==> src/rtl/bg_index_gen.sv <==
// bg_index_gen
//   Per-pixel background colour-index generator. For every active pixel it
//   produces a 4-bit palette code: 0-7 select one of eight horizontal desert
//   bands, 8 selects sky (palette default). The bands scroll vertically by a
//   frame-synchronous offset, so a frame is never drawn with two offsets.
//
// Ports
//   Clk          pixel clock
//   Reset        synchronous, active-high
//   frame_start  1-cycle pulse on the first cycle of each frame
//   pix_valid    DrawX/DrawY valid and inside the active area
//   DrawX        pixel column, carried through to bg_x
//   DrawY        pixel row, 0..479
//   scroll_en    1 = scroll, 0 = hold offset (sampled on frame_start)
//   scroll_dir   0 = bands move up (+STEP), 1 = down (-STEP) (sampled on frame_start)
//   bgcolor      colour index to the palette stage
//   bg_valid     bgcolor valid, pix_valid delayed 2 cycles, gated by state
//   bg_x         DrawX delayed 2 cycles, aligned with bgcolor
//   offset       current scroll offset, BAND_SHIFT+3 bits
module bg_index_gen #(
  parameter int BAND_SHIFT = 6,
  parameter int HORIZON    = 96,
  parameter int FRAME_DIV  = 2,
  parameter int STEP       = 1
) (
  input  logic                  Clk,
  input  logic                  Reset,
  input  logic                  frame_start,
  input  logic                  pix_valid,
  input  logic [9:0]            DrawX,
  input  logic [9:0]            DrawY,
  input  logic                  scroll_en,
  input  logic                  scroll_dir,
  output logic [3:0]            bgcolor,
  output logic                  bg_valid,
  output logic [9:0]            bg_x,
  output logic [BAND_SHIFT+2:0] offset
);

  localparam int W  = BAND_SHIFT + 3;
  localparam int CW = (FRAME_DIV > 1) ? $clog2(FRAME_DIV) : 1;

  localparam logic [W-1:0]  STEP_W    = W'(STEP);
  localparam logic [CW-1:0] CNT_LAST  = CW'(FRAME_DIV - 1);
  localparam logic [9:0]    HORIZON_Y = 10'(HORIZON);
  localparam logic [3:0]    SKY_CODE  = 4'h8;

  localparam logic [0:0] ST_SYNC = 1'b0;
  localparam logic [0:0] ST_RUN  = 1'b1;

  // Offset arithmetic wraps silently modulo 2^W in both directions.
  function automatic logic [W-1:0] step_offset(input logic [W-1:0] cur,
                                               input logic         dir);
    return dir ? (cur - STEP_W) : (cur + STEP_W);
  endfunction

  // Band number is the top three bits of the scrolled row.
  function automatic logic [3:0] band_code(input logic         sky,
                                           input logic [W-1:0] sum);
    return sky ? SKY_CODE : {1'b0, sum[W-1:BAND_SHIFT]};
  endfunction

  logic [0:0]    state;
  logic [CW-1:0] frame_cnt;
  logic          en_lat;
  logic          dir_lat;
  logic [W-1:0]  offset_q;

  // Control: state, latches and offset only change on frame_start, and the
  // step decision uses the latch values from the previous frame_start.
  always_ff @(posedge Clk) begin
    if (Reset) begin
      state     <= ST_SYNC;
      frame_cnt <= '0;
      en_lat    <= 1'b0;
      dir_lat   <= 1'b0;
      offset_q  <= '0;
    end else if (frame_start) begin
      en_lat  <= scroll_en;
      dir_lat <= scroll_dir;
      if (state == ST_SYNC) begin
        state <= ST_RUN;
      end else if (frame_cnt == CNT_LAST) begin
        frame_cnt <= '0;
        if (en_lat) offset_q <= step_offset(offset_q, dir_lat);
      end else begin
        frame_cnt <= frame_cnt + 1'b1;
      end
    end
  end

  assign offset = offset_q;

  logic         sky_p1;
  logic [W-1:0] sum_p1;
  logic [9:0]   x_p1;
  logic         vld_p1;

  // Stage 1: sky test and scrolled row, using the offset before any update
  // happening this same cycle.
  always_ff @(posedge Clk) begin
    sky_p1 <= (DrawY < HORIZON_Y);
    sum_p1 <= DrawY[W-1:0] + offset_q;
    x_p1   <= DrawX;
  end

  always_ff @(posedge Clk) begin
    if (Reset) vld_p1 <= 1'b0;
    else       vld_p1 <= pix_valid & (state == ST_RUN);
  end

  // Stage 2: colour code; blank cycles read as the sky default.
  always_ff @(posedge Clk) begin
    if (Reset) begin
      bg_valid <= 1'b0;
      bgcolor  <= SKY_CODE;
      bg_x     <= '0;
    end else begin
      bg_valid <= vld_p1;
      bgcolor  <= vld_p1 ? band_code(sky_p1, sum_p1) : SKY_CODE;
      bg_x     <= x_p1;
    end
  end

endmodule

==> config.mk <==
export PLATFORM = sky130hd
export DESIGN_NAME = bg_index_gen
export DESIGN_NICKNAME = d
export VERILOG_FILES = /design/src/rtl/bg_index_gen.sv
export SDC_FILE = /design/constraint.sdc
export NUM_CORES = 1
export LEC_CHECK = 0
export BUFFER_PORTS_ARGS = -buffer_cell sky130_fd_sc_hd__buf_4
export CORE_ASPECT_RATIO = 1.25
export CORE_UTILIZATION = 40
export CTS_BUF_LIST = sky130_fd_sc_hd__clkbuf_8 sky130_fd_sc_hd__clkbuf_16
export DETAILED_ROUTE_END_ITERATION = 10
export GPL_ROUTABILITY_DRIVEN = 0
export PLACE_DENSITY = 0.63
export SETUP_SLACK_MARGIN = 0.02
export SLEW_MARGIN = 25
export SYNTH_ARGS = -nofsm -noshare
export SYNTH_HDL_FRONTEND = slang
export SYNTH_SLANG_ARGS = --single-unit
==> constraint.sdc <==
create_clock -name Clk -period 2.2 [get_ports Clk]
set_input_delay 0.22 -clock Clk [delete_from_list [all_inputs] [get_ports Clk]]
set_output_delay 0.22 -clock Clk [all_outputs]
set_load 0.005 [all_outputs]
# [Word-level counts from Yosys, hierarchy flattened]
# Cells that the tools add are included.
[op_classes] add_sub_neg=4 multipliers=0 div=0 magnitude_cmp=1 n_eq_ne=0 n_shift=0 n_mux=3 bitwise=2 n_reduce_logical=4
[op_table] operator="$lt 10x7->1 const B" count=1
[op_table] operator="$add 9x1->9 const B" count=1
[op_table] operator="$add 9x9->9" count=1
[op_table] operator="$mux 9" count=1
[op_table] operator="$sub 9x1->9 const B" count=1
[op_table] operator="$mux 4" count=1
[op_table] operator="$reduce_and 4->1" count=1
[op_table] operator="$reduce_or 3->1" count=1
[op_table] operator="$reduce_and 2->1" count=1
[op_table] operator="$reduce_or 2->1" count=1
[op_table] operator="$add 1x1->1 const B" count=1
[op_table] operator="$and 1x1->1" count=1
[op_table] operator="$mux 1" count=1
[op_table] operator="$not 1->1" count=1
[totals] reg_bits=49 latch_bits=0 ramBits=0 rom_bits=0 inputBits=26 out_inout_bits=24 elab_cells=27 n_memories=0

# [Depth between registers and ports, before layout]
# Gate-level depths: netlist of run 1.
[logic_depth] word_depth=2 mapped_depth=6 mapped_depth_nobuf=6

# [Worst setup path before layout of run 1]
# No wires, ideal clock.
[synth_timing] path_kind="reg-to-reg" start="register dir_lat" end="register offset_q[8] (netlist: offset[8])" setup_time_ps=121 arrival_ps=1764 required_ps=2079 path_slack_ps=314 stages_incl_launch_ff=7 path_buffers=0 synth_period_minus_slack_ps=1886 path_cell_list="dfxtp_1 ha_1 a21oi_2 a211oi_2 o21a_2 nor3_2 mux2_4"
[synth_between] elab_chain_cells=1
[synth_lines] element="start, declared" line_no="66" rtl="logic dir_lat;"
[synth_lines] element="start signal, assigned" line_no="80" rtl="dir_lat <= scroll_dir;"
[synth_lines] element="$mux 9" line_no="54" rtl="return dir ? (cur - STEP_W) : (cur + STEP_W);"
[synth_lines] element="end signal, assigned" line_no="85" rtl="if (en_lat) offset_q <= step_offset(offset_q, dir_lat);"
[synth_lines] element="end, declared" line_no="67" rtl="logic [W-1:0] offset_q;"
# No other way between the ends.
# A chain may end at the register's enable or synchronous reset.

# [Worst setup path after layout of run 1]
# Same ends and word-level chain as after synthesis.

==> flow_summary.yaml, run 1 <==
worst_hold_path:
  whs_path_depth: 1
  min_from: "DrawX[5]"
  holdPathEnd: "x_p1[5]"
  hold_class: "in2reg"
global_route:
  grt-ovfl-total: 0
  antenna_found_initial: 0
  grt.busiest_layer: "met2"
  grt_usage_pct: 16.1
  use_met2_pct: 28.8
  grt_pass1_wl_um: 5490
  grt.met3_usage_pct: 5.26
  grt_max_degree: 32
  grt_pass1_vias: 1293
  grt.met1_usage_pct: 17.6
floorplan:
  start_util_pct: 42.0
  fp.dieH_um: 75.6
  io_pins: 50
  die_w_um: 60.9
  core-area_um2: 4130
  rows: 26
  die-area_um2: 4610
worst_setup_path:
  rrSetupSlack_ns: 0.30
  reg2reg_from: "dir_lat"
  required_ns: 2.39
  crit_type: "reg2reg"
  critPathLaunchType: "flop"
  rr_worst_depth: 6
  slowest_stage: "dfxtp_2"
  cpPeakStageDelay_ns: 0.46
  crit_path_max_fanout: 11
  end_kind: "flop"
  cp_cell_sequence: "ha_1 -> a21oi_2 -> a211oi_2 -> o21a_2 -> nor3_2 -> mux2_4"
  regToRegEndpoint: "offset[8]"
  cp.arrival_ns: 2.08
pwr:
  power_mw: 1.56
  intPower_mw: 1.22
  powerDensity_nw_per_um2: 683
  switching_share_pct: 21.6
  power_frac_comb_pct: 7.6
  ir_drop_v: 0.000457
  power.leakage_nw: 1.04
  p_clk_share_pct: 39.7
  power.switching_uw: 336
  seqPwrFrac_pct: 52.7
clocking:
  cts_num_sinks: 43
  cts_setup_buffers: 0
  root_buffer: "clkbuf_8"
  h-tree-depth: 2
  worstSkewPairLatency_ns: 0.29
  cts_buffer_depth: 2
  cts_hold_buf: 0
  clk_pin_slew_ns: 0.08
  cts_tree: "built"
  cts_buffers: 5
  cts_resized: 0
detailed_routing:
  antenna_left: 0
  wl_um: 3330
  vias: 1376
  viasPerCell: 4.91
  avgRoutedWirePerCell_um: 11.9
  dr.first_iter.drc_count: 43
  drt-pass1-iter-count: 4
  post-route-drc-count: 0
finish:
  antenna_cells: 0
  syn_to_final_growth_pct: 31.6
  nets: 264
  drive_gt1_share_pct: 29.9
  nFillCells: 388
  layout.cells.non_filler: 280
timing:
  rsz0062_at_grt: "no"
  slew_viol_final: 0
  max_freq_mhz: 527
  finalHoldViolations: 0
  slew_headroom_pct: 72.9
  tightest_slew_ns: 0.404
  min_period_ns: 1.90
  finalSetupViolations: 0
  finClkSkew_ns: 0.00385
  fin_setup_tns_ns: 0
  min_period_over_period_pct: 86.3
run:
  maxCapViolations: 0
placed_design:
  portBuffers: 49
  dp_hpwl_um: 2550
  dp_cells: 272
logic_synthesis:
  synth_edf_count: 0
  seq_area_frac_synth_pct: 49.6
  synth_common_cells: "dfxtp_1, nand2_1, ha_1, nor2b_1, nor2_1"
  netlist_top_cells_area: "dfxtp_1, ha_1, nor2b_1, nand2_1, a21oi_1"
  yosysMostFrequentCell: "dfxtp_1"
  synth_top_area_cell: "dfxtp_1"
  syn_area_per_cell_um2: 10.2
  async_reset_ff_share_pct: 0
  synth_cell_types: 39
  ys_warn_count: 0
  synth.top_cell.area_share_pct: 49.6
  synthCells: 170
  syn-num-nets: 211
  syn_area_um2: 1740
  synth-seq-cells: 43
  ys.flop_type: "dfxtp_1"
run_status:
  outcome: "completed"
## power by group through the flow
stage | clock network (mW) | registers, mW | logic (mW)
floorplan | 0 | 0.838 | 0.0548
global placement | 0 | 0.838 | 0.115
detailed placement | 0 | 0.841 | 0.120
CTS | 0.643 | 0.822 | 0.120
global route | 0.672 | 0.826 | 0.132
finish | 0.618 | 0.822 | 0.119
## layout make-up
type | instances | area (µm²) | area share (%)
Sequential cell | 43 | 862 | 37.8
Multi-Input combinational cell | 121 | 852 | 37.3
Clock inverter | 3 | 47.5 | 2.08
Inverter | 2 | 7.51 | 0.329
Clock buffer | 5 | 68.8 | 3.01
Tap cell | 56 | 70.1 | 3.07
Timing Repair Buffer | 50 | 375 | 16.4
## worst max-delay path by stage
stage / to / slack, ns / startpoint
finish: offset[8] / 0.30 / dir_lat
global route: offset[8] / 0.17 / dir_lat
CTS: offset[8] / 0.13 / dir_lat
detailed placement: offset[8] / 0.14 / dir_lat
global placement: offset[8] / 0.22 / dir_lat
floorplan: offset[8] / 0.31 / dir_lat
## layer usage
layer | vias to the layer above | wire [µm]
li1 | 699 | -
met1 | 627 | 1420
met2 | 44 | 1660
met3 | 6 | 204
met4 | 0 | 47
met5 | - | 0
## cell families (layout without fill, tap and decap cells)
| family | after synthesis | after routing | share of synthesized area (%) |
|---|---|---|---|
| flops | 43 | 43 | 49.6 |
| fa+ha+maj | 15 | 15 | 11.2 |
| buf+inv | 6 | 60 | 1.30 |
| mux | 4 | 4 | 2.60 |
| compound gates | 33 | 33 | 12.9 |
| xor+xnor | 7 | 7 | 3.53 |
| simple gates | 62 | 62 | 18.8 |
## sequential cells by signal (all words and copies together) (netlist names)
register	count
en_lat	1
bg_x	10
dir_lat	1
bgcolor	4
vld_p1	1
x_p1	10
state	1
bg_valid	1
offset	9
frame_cnt	1
sum_p1	3
sky_p1	1
## critical path, delay by kind of cell, from the launching register on
family | cells | cell delay [ns]
DFF | 1 | 0.46
AOI/OAI and AO/OA | 3 | 0.57
and+or+nand+nor | 1 | 0.12
adders and majority gates | 1 | 0.33
muxes | 1 | 0.31
## metrics by stage
step / hold WS [ns] / instance area [µm²] / setup slack [ns] / util [%]
finish: 0.0228 / 2280 / 0.302 / 55.3
global route: 0.00561 / 2280 / 0.168 / 55.3
CTS: 0.00804 / 2280 / 0.125 / 55.2
detailed placement: 0.326 / 2170 / 0.144 / 52.4
global placement: 0.325 / 2170 / 0.224 / 52.4
floorplan: 0.248 / 1740 / 0.314 / -
## cells in the final DEF, fill, tap and decap left out, drive strengths merged, types with 2 or more instances in the layout
master and instances:
inv 3, xnor2 3, nor3 7, xor2 4, ha 14, o31ai 2
o21ai 5, a21oi 12, nand3b 4, and2 3, a211oi 2, nand2 16
clkbuf 5, a21o 3, o21a 2, buf 50, mux2i 3, nor2b 14
nor2 12, nand4 2, dfxtp 43
Note: power is estimated with default switching activity, not from simulation.
==> run 2: changes to the inputs <==
- CORE_UTILIZATION: 40 -> 45
- PLACE_DENSITY: 0.63 -> 0.7
==> run 2 against run 1 <==
Compared with the run above:
- hold slack gained 0.0034 ns
- non-clock buffer count is the same
- clock power grew 3%
- design area shrank 0.71%
- register-to-register slack lost 0.03 ns
- largest power group unchanged
- die area shrank 11%
- combinational power is essentially flat
- core utilization grew 8.2 points
- sequential share of layout area grew 0.27 points
- the flow now finishes with violations (DRC)
- cell count shrank 6.1%
- via count shrank 1.2%
==> flow_summary.yaml, run 2 (synthesis results as in run 1) <==
timing:
  min_period_ns: 1.93
  fin_setup_tns_ns: 0
  slew_viol_final: 0
  finalSetupViolations: 0
  rsz0062_at_grt: "no"
  finClkSkew_ns: 0.00351
  max_freq_mhz: 519
  slew_headroom_pct: 70.6
  tightest_slew_ns: 0.439
  finalHoldViolations: 0
  min_period_over_period_pct: 87.6
floorplan:
  start_util_pct: 48.6
  die_w_um: 57.5
  fp.dieH_um: 71.4
  rows: 24
  die-area_um2: 4110
  io_pins: 50
  core-area_um2: 3570
global_route:
  grt_usage_pct: 18.5
  grt_max_degree: 32
  grt_pass1_wl_um: 5810
  grt_pass1_vias: 1359
  grt-ovfl-total: 0
  antenna_found_initial: 0
clocking:
  h-tree-depth: 2
  cts_num_sinks: 43
  cts_hold_buf: 0
  cts_resized: 0
  cts_setup_buffers: 0
  clk_pin_slew_ns: 0.08
  cts_buffers: 5
  root_buffer: "clkbuf_8"
  cts_buffer_depth: 2
  worstSkewPairLatency_ns: 0.29
  cts_tree: "built"
worst_setup_path:
  critPathLaunchType: "flop"
  cp.arrival_ns: 2.11
  crit_path_max_fanout: 11
  cp_cell_sequence: "ha_1 -> a21oi_1 -> o21ai_0 -> o21a_2 -> nor3_2 -> mux2_4"
  regToRegEndpoint: "offset[8]"
  reg2reg_from: "dir_lat"
  required_ns: 2.38
  crit_type: "reg2reg"
  slowest_stage: "dfxtp_2"
  rrSetupSlack_ns: 0.27
  end_kind: "flop"
  rr_worst_depth: 6
  cpPeakStageDelay_ns: 0.46
worst_hold_path:
  min_from: "DrawX[9]"
  holdPathEnd: "x_p1[9]"
  whs_path_depth: 1
  hold_class: "in2reg"
pwr:
  powerDensity_nw_per_um2: 695
  power.leakage_nw: 1.04
  power_mw: 1.58
  ir_drop_v: 0.000354
detailed_routing:
  wl_um: 3450
  vias: 1360
  post-route-drc-count: 5
  viasPerCell: 5.17
  avgRoutedWirePerCell_um: 13.1
  drt-pass1-iter-count: 9
  dr.first_iter.drc_count: 46
  antenna_left: 0
placed_design:
  portBuffers: 49
  dp_hpwl_um: 2670
finish:
  antenna_cells: 0
  final_core_util_pct: 63.4
  drive_gt1_share_pct: 29.9
  nFillCells: 303
  syn_to_final_growth_pct: 30.6
  final_cell_mix: "buf_4, dfxtp_1, nand2_1"
  final_common_cell: "buf_4"
  nets: 264
run_status:
  outcome: "finished, violations left"
  violations: "DRC"
run:
  maxCapViolations: 0
## run 2: changes by cell type in the layout (fill, tap and decap cells not counted)
| cell | delta |
|---|---|
| clkbuf_8 | +1 |
| clkinv_4 | -1 |
## run 2: power breakdown
part	switching [mW]	leakage [nW]	internal, mW
Combinational	0.0489	0.627	0.0700
Sequential	0.0130	0.356	0.809
Clock	0.262	0.0618	0.373
Total	0.324	1.04	1.25
## run 2: area by class of cell
type,instances,area (µm²),area share (%)
flip-flops and latches,43,862,38.0
multi-input cells,121,852,37.6
repair buffers,50,375,16.6
clock buffers,6,82.6,3.64
well taps,39,48.8,2.15
clock inverters,2,38.8,1.71
inverters,2,7.51,0.331
## run 2: per-stage QoR
step	worst slack (ns)	hold slack (ns)	cell area (µm²)	std cells
after floorplan	0.314	0.248	1740	170
after global placement	0.204	0.325	2140	255
after detailed placement	0.139	0.326	2140	255
after CTS	0.129	0.0182	2270	263
after global routing	0.175	0.00617	2270	263
final	0.273	0.0262	2270	263
## run 2: how the worst max path moves through the flow
stage               slack (ns)        end    start
floorplan                 0.31  offset[8]  dir_lat
global placement          0.20  offset[8]  dir_lat
detailed placement        0.14  offset[8]  dir_lat
CTS                       0.13  offset[8]  dir_lat
global route              0.17  offset[8]  dir_lat
finish                    0.27  offset[8]  dir_lat
## run 2: metal layers
metal  track usage [%]  vias up  wire length (µm)
met1              18.1      619              1360
li1                  -      700                 -
met3              5.96        9               149
met4              9.21        0                85
met2              34.2       32              1850
met5                 0        -                 0
## run 2: critical path, delay by kind of cell, from the launching register on
| kind | cells | cell delay, ns |
|---|---|---|
| compound gates | 3 | 0.61 |
| fa+ha+maj | 1 | 0.32 |
| flops | 1 | 0.46 |
| mux | 1 | 0.31 |
| simple gates | 1 | 0.13 |
==> run 3: changes to the inputs <==
- clock period: 2.2 -> 2.4 ns (I/O delays scaled with it)
==> run 3 against run 2 <==
Compared with the run above:
- design area hardly changed
- critical path depth is the same
- global-route usage is 0.59 points lower
- register-to-register slack improved by 0.05 ns
- cell count did not move
- critical endpoint unchanged
- the run still ends with DRC left
- power decreased by 8.3%
- die area stayed put
- first-iteration DRC count fell by 37%
- highest routed layer unchanged
==> flow_summary.yaml, run 3 (synthesis results as in run 1) <==
pwr:
  powerDensity_nw_per_um2: 638
  intPower_mw: 1.15
  switching_share_pct: 20.6
  ir_drop_v: 0.000379
  power.switching_uw: 298
  power.leakage_nw: 1.04
  seqPwrFrac_pct: 52.1
  power_frac_comb_pct: 7.5
  p_clk_share_pct: 40.4
worst_hold_path:
  min_from: "DrawX[0]"
  holdPathEnd: "x_p1[0]"
  hold_class: "in2reg"
  whs_path_depth: 1
clocking:
  cts_resized: 0
  cts_tree: "built"
  worstSkewPairLatency_ns: 0.29
  h-tree-depth: 2
  root_buffer: "clkbuf_8"
  cts_setup_buffers: 0
  clk_pin_slew_ns: 0.08
  cts_num_sinks: 43
  cts_buffer_depth: 2
  cts_buffers: 5
  cts_hold_buf: 0
placed_design:
  portBuffers: 49
  dp_hpwl_um: 2640
  placed_cell_area_um2: 2140
finish:
  ff_latch_area_um2: 861
  final_common_cell: "buf_4"
  drive_gt1_share_pct: 29.5
  multi_input_area_um2: 852
  final_core_util_pct: 63.4
  syn_to_final_growth_pct: 30.6
  nFillCells: 315
  nets: 264
  final_cell_mix: "buf_4, dfxtp_1, nand2_1"
  post-route-cell-area_um2: 2270
  antenna_cells: 0
detailed_routing:
  post-route-drc-count: 5
  vias: 1367
  wl_um: 3400
  antenna_left: 0
  drt-pass1-iter-count: 9
  viasPerCell: 5.20
  avgRoutedWirePerCell_um: 12.9
  dr.first_iter.drc_count: 29
worst_setup_path:
  slowest_stage: "dfxtp_1"
  cp.arrival_ns: 2.26
  cpPeakStageDelay_ns: 0.57
  critPathTopFamily: "compound AO/OA/AOI/OAI gates"
  reg2reg_from: "dir_lat"
  crit_type: "reg2reg"
  rr_worst_depth: 6
  critPathLaunchType: "flop"
  rrSetupSlack_ns: 0.33
  end_kind: "flop"
  regToRegEndpoint: "offset[8]"
  crit_path_max_fanout: 11
  cp_cell_sequence: "ha_1 -> a21oi_1 -> o21ai_0 -> o21a_2 -> nor3_2 -> mux2_4"
  required_ns: 2.59
  worstSetupStartpoint: "dir_lat"
  crit_buf_inv: 0
timing:
  finClkSkew_ns: 0.00380
  max_freq_mhz: 482
  slew_viol_final: 0
  tightest_slew_ns: 0.406
  min_period_over_period_pct: 86.4
  rsz0062_at_grt: "no"
  finalSetupViolations: 0
  min_period_ns: 2.07
  fin_setup_tns_ns: 0
  slew_headroom_pct: 72.8
  finalHoldViolations: 0
global_route:
  grt_pass1_wl_um: 5680
  grt_pass1_vias: 1392
  grt_max_degree: 32
  antenna_found_initial: 0
  grt-ovfl-total: 0
  grt_usage_pct: 17.9
floorplan:
  io_pins: 50
  die_w_um: 57.5
  start_util_pct: 48.6
  die-area_um2: 4110
  core-area_um2: 3570
  fp.dieH_um: 71.4
  rows: 24
run:
  maxCapViolations: 0
run_status:
  outcome: "finished, violations left"
  violations: "DRC"
==> run 3: cell counts in the layout (fill, tap and decap cells not counted) <==
No cell type changed its count.
==> run 3: area by class of cell <==
type                       instances  share of cell area [%]
clock inverter                     2                    1.71
tap                               39                    2.15
inverter                           2                   0.331
timing repair buffer              50                    16.6
multi-input combinational        121                    37.6
sequential                        43                    38.0
clock buffer                       6                    3.64
==> run 3: power by group through the flow <==
stage	Sequential, mW	Combinational [mW]	Clock [mW]
2_1_floorplan	0.769	0.0502	0
3_3_place_gp	0.769	0.105	0
3_5_place_dp	0.770	0.110	0
4_1_cts	0.754	0.111	0.601
5_1_grt	0.757	0.119	0.622
6_report	0.753	0.109	0.584
==> run 3: worst max path at each step <==
stage / slack (ns) / depth (start not counted) / endpoint
floorplan: 0.51 / 6 / offset[8]
global placement: 0.40 / 6 / offset[8]
detailed placement: 0.33 / 6 / offset[8]
CTS: 0.32 / 6 / offset[8]
global route: 0.20 / 6 / offset[8]
finish: 0.33 / 6 / offset[8]
==> run 3: per-layer routing <==
| layer | wire (µm) | vias to the layer above | track usage, % |
|---|---|---|---|
| met1 | 1360 | 629 | 17.7 |
| met4 | 53 | 0 | 8.40 |
| met5 | 0 | - | 0 |
| li1 | - | 697 | - |
| met3 | 182 | 7 | 3.79 |
| met2 | 1810 | 34 | 34.6 |
==> run 3: stage by stage <==
step	power, mW	hold slack, ns	setup slack, ns	cells
final	1.45	0.0463	0.327	263
after global routing	1.50	0.0325	0.198	263
after CTS	1.46	0.0360	0.320	263
after detailed placement	0.881	0.346	0.325	255
after global placement	0.874	0.345	0.404	255
after floorplan	0.819	0.268	0.514	170
